<file path="config.mk">
export PLATFORM = sky130hd
export DESIGN_NAME = cpu_instr_sequencer
export DESIGN_NICKNAME = d
export VERILOG_FILES = /design/src/rtl/cpu_instr_sequencer.sv
export SDC_FILE = /design/constraint.sdc
export NUM_CORES = 1
export LEC_CHECK = 0
export BUFFER_PORTS_ARGS = -buffer_cell sky130_fd_sc_hd__buf_2
export CORE_MARGIN = 10
export CORE_UTILIZATION = 35
export DETAILED_ROUTE_END_ITERATION = 8
export PLACE_DENSITY_LB_ADDON = 0.12
export SYNTH_ARGS = -nofsm -noshare
export SYNTH_HDL_FRONTEND = slang
export SYNTH_SLANG_ARGS = --single-unit
</file>
<file path="constraint.sdc">
create_clock -name clk -period 5.9 [get_ports clk]
set_input_delay 0.885 -clock clk [delete_from_list [all_inputs] [get_ports clk]]
set_output_delay 0.885 -clock clk [all_outputs]
set_load 0.01 [all_outputs]
</file>
<file path="src/rtl/cpu_instr_sequencer.sv">
// Steps a 16-word program memory into a CPU, holding each instruction for HOLD_CYCLES cycles
// with a one-cycle NOP gap between instructions.
module cpu_instr_sequencer #(
   parameter int unsigned HOLD_CYCLES = 4
) (
   input  logic        clk,
   input  logic        rst_n,
   input  logic        prog_we,
   input  logic [3:0]  prog_addr,
   input  logic [11:0] prog_word,
   input  logic        start,
   input  logic        abort,
   output logic [3:0]  seq_opcode,
   output logic [3:0]  seq_addr,
   output logic [3:0]  seq_data,
   output logic        seq_we,
   output logic [3:0]  pc,
   output logic        busy,
   output logic        done
);

   typedef enum logic [2:0] {
      StIdle,
      StFetch,
      StIssue,
      StGap,
      StDone
   } state_e;

   localparam logic [3:0]  OpHalt   = 4'hF;
   localparam logic [3:0]  OpStore  = 4'h2;
   localparam logic [3:0]  HoldLoad = 4'(HOLD_CYCLES - 1);
   localparam logic [11:0] HaltWord = 12'hF00;

   state_e      state_q, state_d;
   logic [3:0]  pc_q, pc_d;
   logic [3:0]  hold_q, hold_d;
   logic [11:0] instr_q, instr_d;
   logic [11:0] mem_q [16];
   logic [11:0] fetch_word;
   logic        prog_ok;

   // Program memory only accepts writes while no program is running.
   assign prog_ok    = (state_q == StIdle) || (state_q == StDone);
   assign fetch_word = mem_q[pc_q];

   always_ff @(posedge clk or negedge rst_n) begin
      if (!rst_n) begin
         for (int i = 0; i < 16; i++) begin
            mem_q[i] <= HaltWord;
         end
      end else if (prog_we && prog_ok) begin
         mem_q[prog_addr] <= prog_word;
      end
   end

   always_ff @(posedge clk or negedge rst_n) begin
      if (!rst_n) begin
         state_q <= StIdle;
         pc_q    <= 4'd0;
         hold_q  <= 4'd0;
         instr_q <= HaltWord;
      end else begin
         state_q <= state_d;
         pc_q    <= pc_d;
         hold_q  <= hold_d;
         instr_q <= instr_d;
      end
   end

   always_comb begin
      state_d = state_q;
      pc_d    = pc_q;
      hold_d  = hold_q;
      instr_d = instr_q;
      if (abort) begin
         state_d = StIdle;
         pc_d    = 4'd0;
         hold_d  = 4'd0;
      end else begin
         unique case (state_q)
            StIdle, StDone: begin
               if (start) begin
                  state_d = StFetch;
                  pc_d    = 4'd0;
               end
            end
            StFetch: begin
               instr_d = fetch_word;
               if (fetch_word[11:8] == OpHalt) begin
                  state_d = StDone;
               end else begin
                  state_d = StIssue;
                  hold_d  = HoldLoad;
               end
            end
            StIssue: begin
               if (hold_q == 4'd0) begin
                  state_d = StGap;
               end else begin
                  hold_d = hold_q - 4'd1;
               end
            end
            StGap: begin
               // The last slot ends the program rather than wrapping back to 0.
               if (pc_q == 4'd15) begin
                  state_d = StDone;
               end else begin
                  pc_d    = pc_q + 4'd1;
                  state_d = StFetch;
               end
            end
            default: begin
               state_d = StIdle;
               pc_d    = 4'd0;
            end
         endcase
      end
   end

   always_comb begin
      seq_opcode = OpHalt;
      seq_addr   = 4'd0;
      seq_data   = 4'd0;
      seq_we     = 1'b0;
      if (state_q == StIssue) begin
         seq_opcode = instr_q[11:8];
         seq_addr   = instr_q[7:4];
         seq_data   = instr_q[3:0];
         seq_we     = (instr_q[11:8] == OpStore);
      end
   end

   assign pc   = pc_q;
   assign busy = (state_q == StFetch) || (state_q == StIssue) || (state_q == StGap);
   assign done = (state_q == StDone);

endmodule

</file>
== After elaboration in Yosys (flattened, before gate mapping) ==
Cells that the tools add are included.
W data, S select, Z words.

* Add/subtract/negate cells: 2
* $mul: 0
* Div/mod/pow operators: 0
* Order comparisons: 3
* Eq/ne operators: 13
* Shift-type cells: 0
* Mux-type cells: 24
* Bitwise logic cells: 3
* Reduce and logical (&&, ||, !) cells: 14

{| class="wikitable"
|+ Operators with widths
! kind !! count
|-
| $bwmux W192 || 1
|-
| $bmux W12 S4 || 1
|-
| $demux W12 S4 || 1
|-
| $mux W12 || 3
|-
| $mux W4 || 9
|-
| $mux W3 || 5
|-
| $ne A3 B3 Y1 const B || 5
|-
| $pmux W3 S4 || 1
|-
| $pmux W4 S3 || 1
|-
| $ge A5 B5 Y1 const B || 2
|-
| $not A4 Y5 || 2
|-
| $eq A4 B4 Y1 const B || 2
|-
| $pmux W4 S2 || 1
|-
| $eq A3 B2 Y1 const B || 2
|-
| $reduce_and A3 Y1 || 2
|-
| $lt A5 B1 Y1 const B || 1
|-
| $add A4 B1 Y4 const B || 1
|-
| $eq A4 B2 Y1 const B || 1
|-
| $logic_not A4 Y1 || 1
|-
| $reduce_and A2 Y1 || 2
|-
| $reduce_or A2 Y1 || 2
|-
| $sub A4 B1 Y4 const B || 1
|-
| $eq A3 B1 Y1 const B || 1
|-
| $eq A3 B3 Y1 const B || 1
|-
| 7 further kinds || 10
|}

* Register bits after elaboration: 215
* Latch bits: 0
* RAM bits: 0
* Bits in read-only memories: 0
* Bits of input ports: 21
* Output and inout port bits: 19
* Memories kept: 0

== Longest topological paths before layout ==
* Depth in word-level cells: 8
* Mapped depth: 9

== Worst setup path after synthesis ==
Ideal clock, no wire load.

* Path kind: register to output
* Start point: register state_q[0]
* End point: output seq_we
* Arrival: 1.518 ns
* Required time: 5.015 ns
* Setup slack: 3.497 ns
* Stages on the path, launching flop included: 5
* Path buffers: 1
* Path through: dfrtp_1 buf_4 nor3b_1 nand2b_1 nor4b_1

* Cells in the longest elaborated chain, start to end: 2

{| class="wikitable"
|+ RTL lines
! item !! line !! text
|-
| start, declared || 35 || <nowiki>state_e state_q, state_d;</nowiki>
|-
| start signal, assigned || 59 || <nowiki>state_q <= StIdle;</nowiki>
|-
| start signal, assigned || 64 || <nowiki>state_q <= state_d;</nowiki>
|-
| $eq A3 B2 Y1 || 126 || <nowiki>if (state_q == StIssue) begin</nowiki>
|-
| $mux W1 || 126 ||
|-
| end, declared || 16 || <nowiki>output logic seq_we,</nowiki>
|}

No other way between the ends.

== Worst setup path after layout ==
* Start point: register state_q[1]
* End point: output seq_we

Same word-level chain as after synthesis.

==> impl_results.md <==
- # Max-Cap Violations: 0
- Most frequent cells in the layout: mux2_2 (192), dfrtp_1 (145), dfstp_2 (68)
- Synth top area cells: dfrtp_1 (36%), mux2_2 (21%), dfstp_2 (18%), mux4_1 (6.5%), mux4_2 (5.8%)
- Drt first pass iters: 4
- Detailed placement HPWL: 15700 um
- Cell taking the most area after synthesis: dfrtp_1
- Peak supply drop: 0.160 mV
- Cell count after synthesis: approximately 680
- Post-synth top area share: a little over a third
- First-pass GRT wire length: 38700 um
- Final Max Slew Viols: 0
- Clock Skews: 0.0133 ns
- Slowest stage cell, crit path: nor3b_2
- CP Launch Type: flop
- CTS root buf: clkbuf_16
- Status: completed
- Fin. Hold Viols: 0
- Initial antenna violation count: 0
- Worst-path clk slew: roughly 0.06 ns
- Vias per cell: 5.25
- Non-Filler Instances: 1108
- Vias: 5821
- Critical path, cell by cell: nor3b_2 -> nand2b_1 -> nor4b_1 -> buf_2
- H-tree levels: 1
- I/O Pins: 40
- Power Density: 492 mW/mm^2
- Layout cells sized above 1: 53.7%
- Layout Nets: 729
- Core area: 0.0286 mm^2
- Worst path top cell family by delay: simple AND/OR/NAND/NOR gates
- Ys flop type: dfrtp_1
- # DRC: 0
- Post-CTS setup buffer count: 0
- Seq cells post-synth: 215
- Rows: 62
- Number of global-route vias before repair: 6336
- Fmax: 0.287 GHz
- Crit end category: output pin
- WP data required: 5.02 ns
- Syn Area/Cell: 15.0 um^2
- Area Growth Syn to Fin: 13.4%
- Setup TNS: 0 ns
- CTS Hold Bufs: 0
- Largest net degree at the start of global routing: 111
- Ant diodes: 0
- Initial core utilization: 35.5%
- Fillers: 2650
- Min Tclk post-route: 3.49 ns
- Die Y: 190 um
- Clock Path Buffers: 3
- I/O Buffers: 39
- Placed Instances: roughly 1100
- Syn nets: roughly 700
- Unique cell type count in the Yosys netlist: 50
- Cts repair resizes: 0
- RSZ-0062 raised after global routing: no
- DR iter-0 viols: 304
- Share of flip-flops with an asynchronous set or reset: 100%
- Congestion Overflow GR: 0
- Final Util: 40.2%
- Clock insertion delay at the later pin of the skew report: about 0.52 ns
- CTS tree: done
- Sequential share of the synthesized area: approximately 54%
- Clock sink count: between 200 and 250
- RD Place Congestion: 0.747
- Final setup viols: 0
- EDFF count, synth: 0
- Total CTS buffers: 25
- Max-slew headroom: a little over a quarter
- CP max FO: 14
- Yosys warnings: 0
- Hold crit path type: primary input to async pin
- Leak: roughly 4.8 nW
- Mapped Area: 0.0101 mm^2
- DRT Wirelength: 25100 um
- Die width: 190 um
- CP peak stage delay: 0.88 ns
- Routed wire per std cell: approximately 23 um
- WP data arrival: 2.60 ns
- GRT Total Usage: between 10% and 20%
- Full die area: 0.0362 mm^2
- Bufs and invs on worst path: 1
- WS Path Type: flop to output pin
- Commonest non-fill, non-tap cell in the layout: mux2_2
- Tightest Pin Transition: 1.09 ns
- Final worst-path cycle share: 59.1%
- Antenna viol nets, final: 0
[state kept, by name (all words and copies together) (netlist names)]
signal and flops:
pc 4, state_q 3, mem_q 192, hold_q 4, instr_q 12
[synthesized netlist by cell type, drive strengths merged (5+ instances only)]
cell type and instances:
mux2 192, dfrtp 147, dfstp 68, mux4 51, nand2 44, buf 29
clkbuf 22, nor2 15, o21ai 12, nand3 10, and2 9, mux2i 8
nand2b 8, nor2b 6, inv 5, nor3 5
[worst register-to-register path: stages (launching register included)]
cell and delay, ns:
dfrtp_1 0.49, nor2_2 0.43, nand2_1 0.13, nor3b_1 0.42
nand3_1 0.75, mux2_2 0.55
[cell type report]
class | count | area, um^2 | share of cell area, %
Sequential cell | 215 | 5470 | 47.5
Timing Repair Buffer | 53 | 309 | 2.69
Tap cell | 384 | 480 | 4.18
Inverter | 5 | 18.8 | 0.163
Clock buffer | 39 | 800 | 6.95
Clock inverter | 6 | 58.8 | 0.511
Multi-Input combinational cell | 406 | 4370 | 38.0
[cell families after synthesis]
logic type / count (synthesis) / synth area share, %
AOI/OAI and AO/OA: 40 / 2.72
and+or+nand+nor: 113 / 5.61
adders and majority gates: 2 / 0.247
muxes: 251 / 34.3
DFF: 215 / 53.8
buffers and inverters: 57 / 3.24
[routing by layer]
layer  track usage [%]  vias up  wire length (um)
met5                 0        -                 0
met1              17.6     3135             11100
met2              24.3       89             12700
met4              3.45        0               466
li1                  -     2567                 -
met3              2.30       30               838
[path summary, 6_finish.rpt]
kind	startpoint	to	slack, ns	depth (start not counted)
worst max register to register	state_q[0]$_DFFE_PN0P_	mem_q[29]$_DFFE_PN0P_	3.01	5
worst min register to register	instr_q[4]$_DFFE_PN0P_	instr_q[4]$_DFFE_PN0P_	0.47	1
min in group clk	instr_q[4]$_DFFE_PN0P_	instr_q[4]$_DFFE_PN0P_	0.47	1
max in group asynchronous	rst_n	pc[0]$_DFFE_PN0P_	4.05	2
worst max-delay path	state_q[1]$_DFFE_PN0P_	seq_we	2.41	4
worst min-delay path	rst_n	mem_q[169]$_DFFE_PN0P_	0.44	1
[metrics by stage]
step | worst slack (ns) | hold slack (ns) | total power [mW] | cell area, um^2
2_1_floorplan | 3.50 | 0.437 | 3.73 | 10100
5_1_grt | 2.16 | 0.509 | 6.00 | 11500
3_5_place_dp | 2.90 | 0.464 | 4.15 | 10600
4_1_cts | 2.33 | 0.479 | 5.74 | 11500
3_3_place_gp | 2.97 | 0.457 | 4.05 | 10600
6_report | 2.41 | 0.442 | 5.66 | 11500
[power by group]
group          leakage (nW)  total [mW]  internal (mW)  switching, mW
Combinational          1.84        1.37          0.866          0.502
Sequential             2.57        2.73           2.35          0.382
Clock                 0.430        1.56          0.969          0.595
No activity file was read; power rests on OpenSTA's default activity.
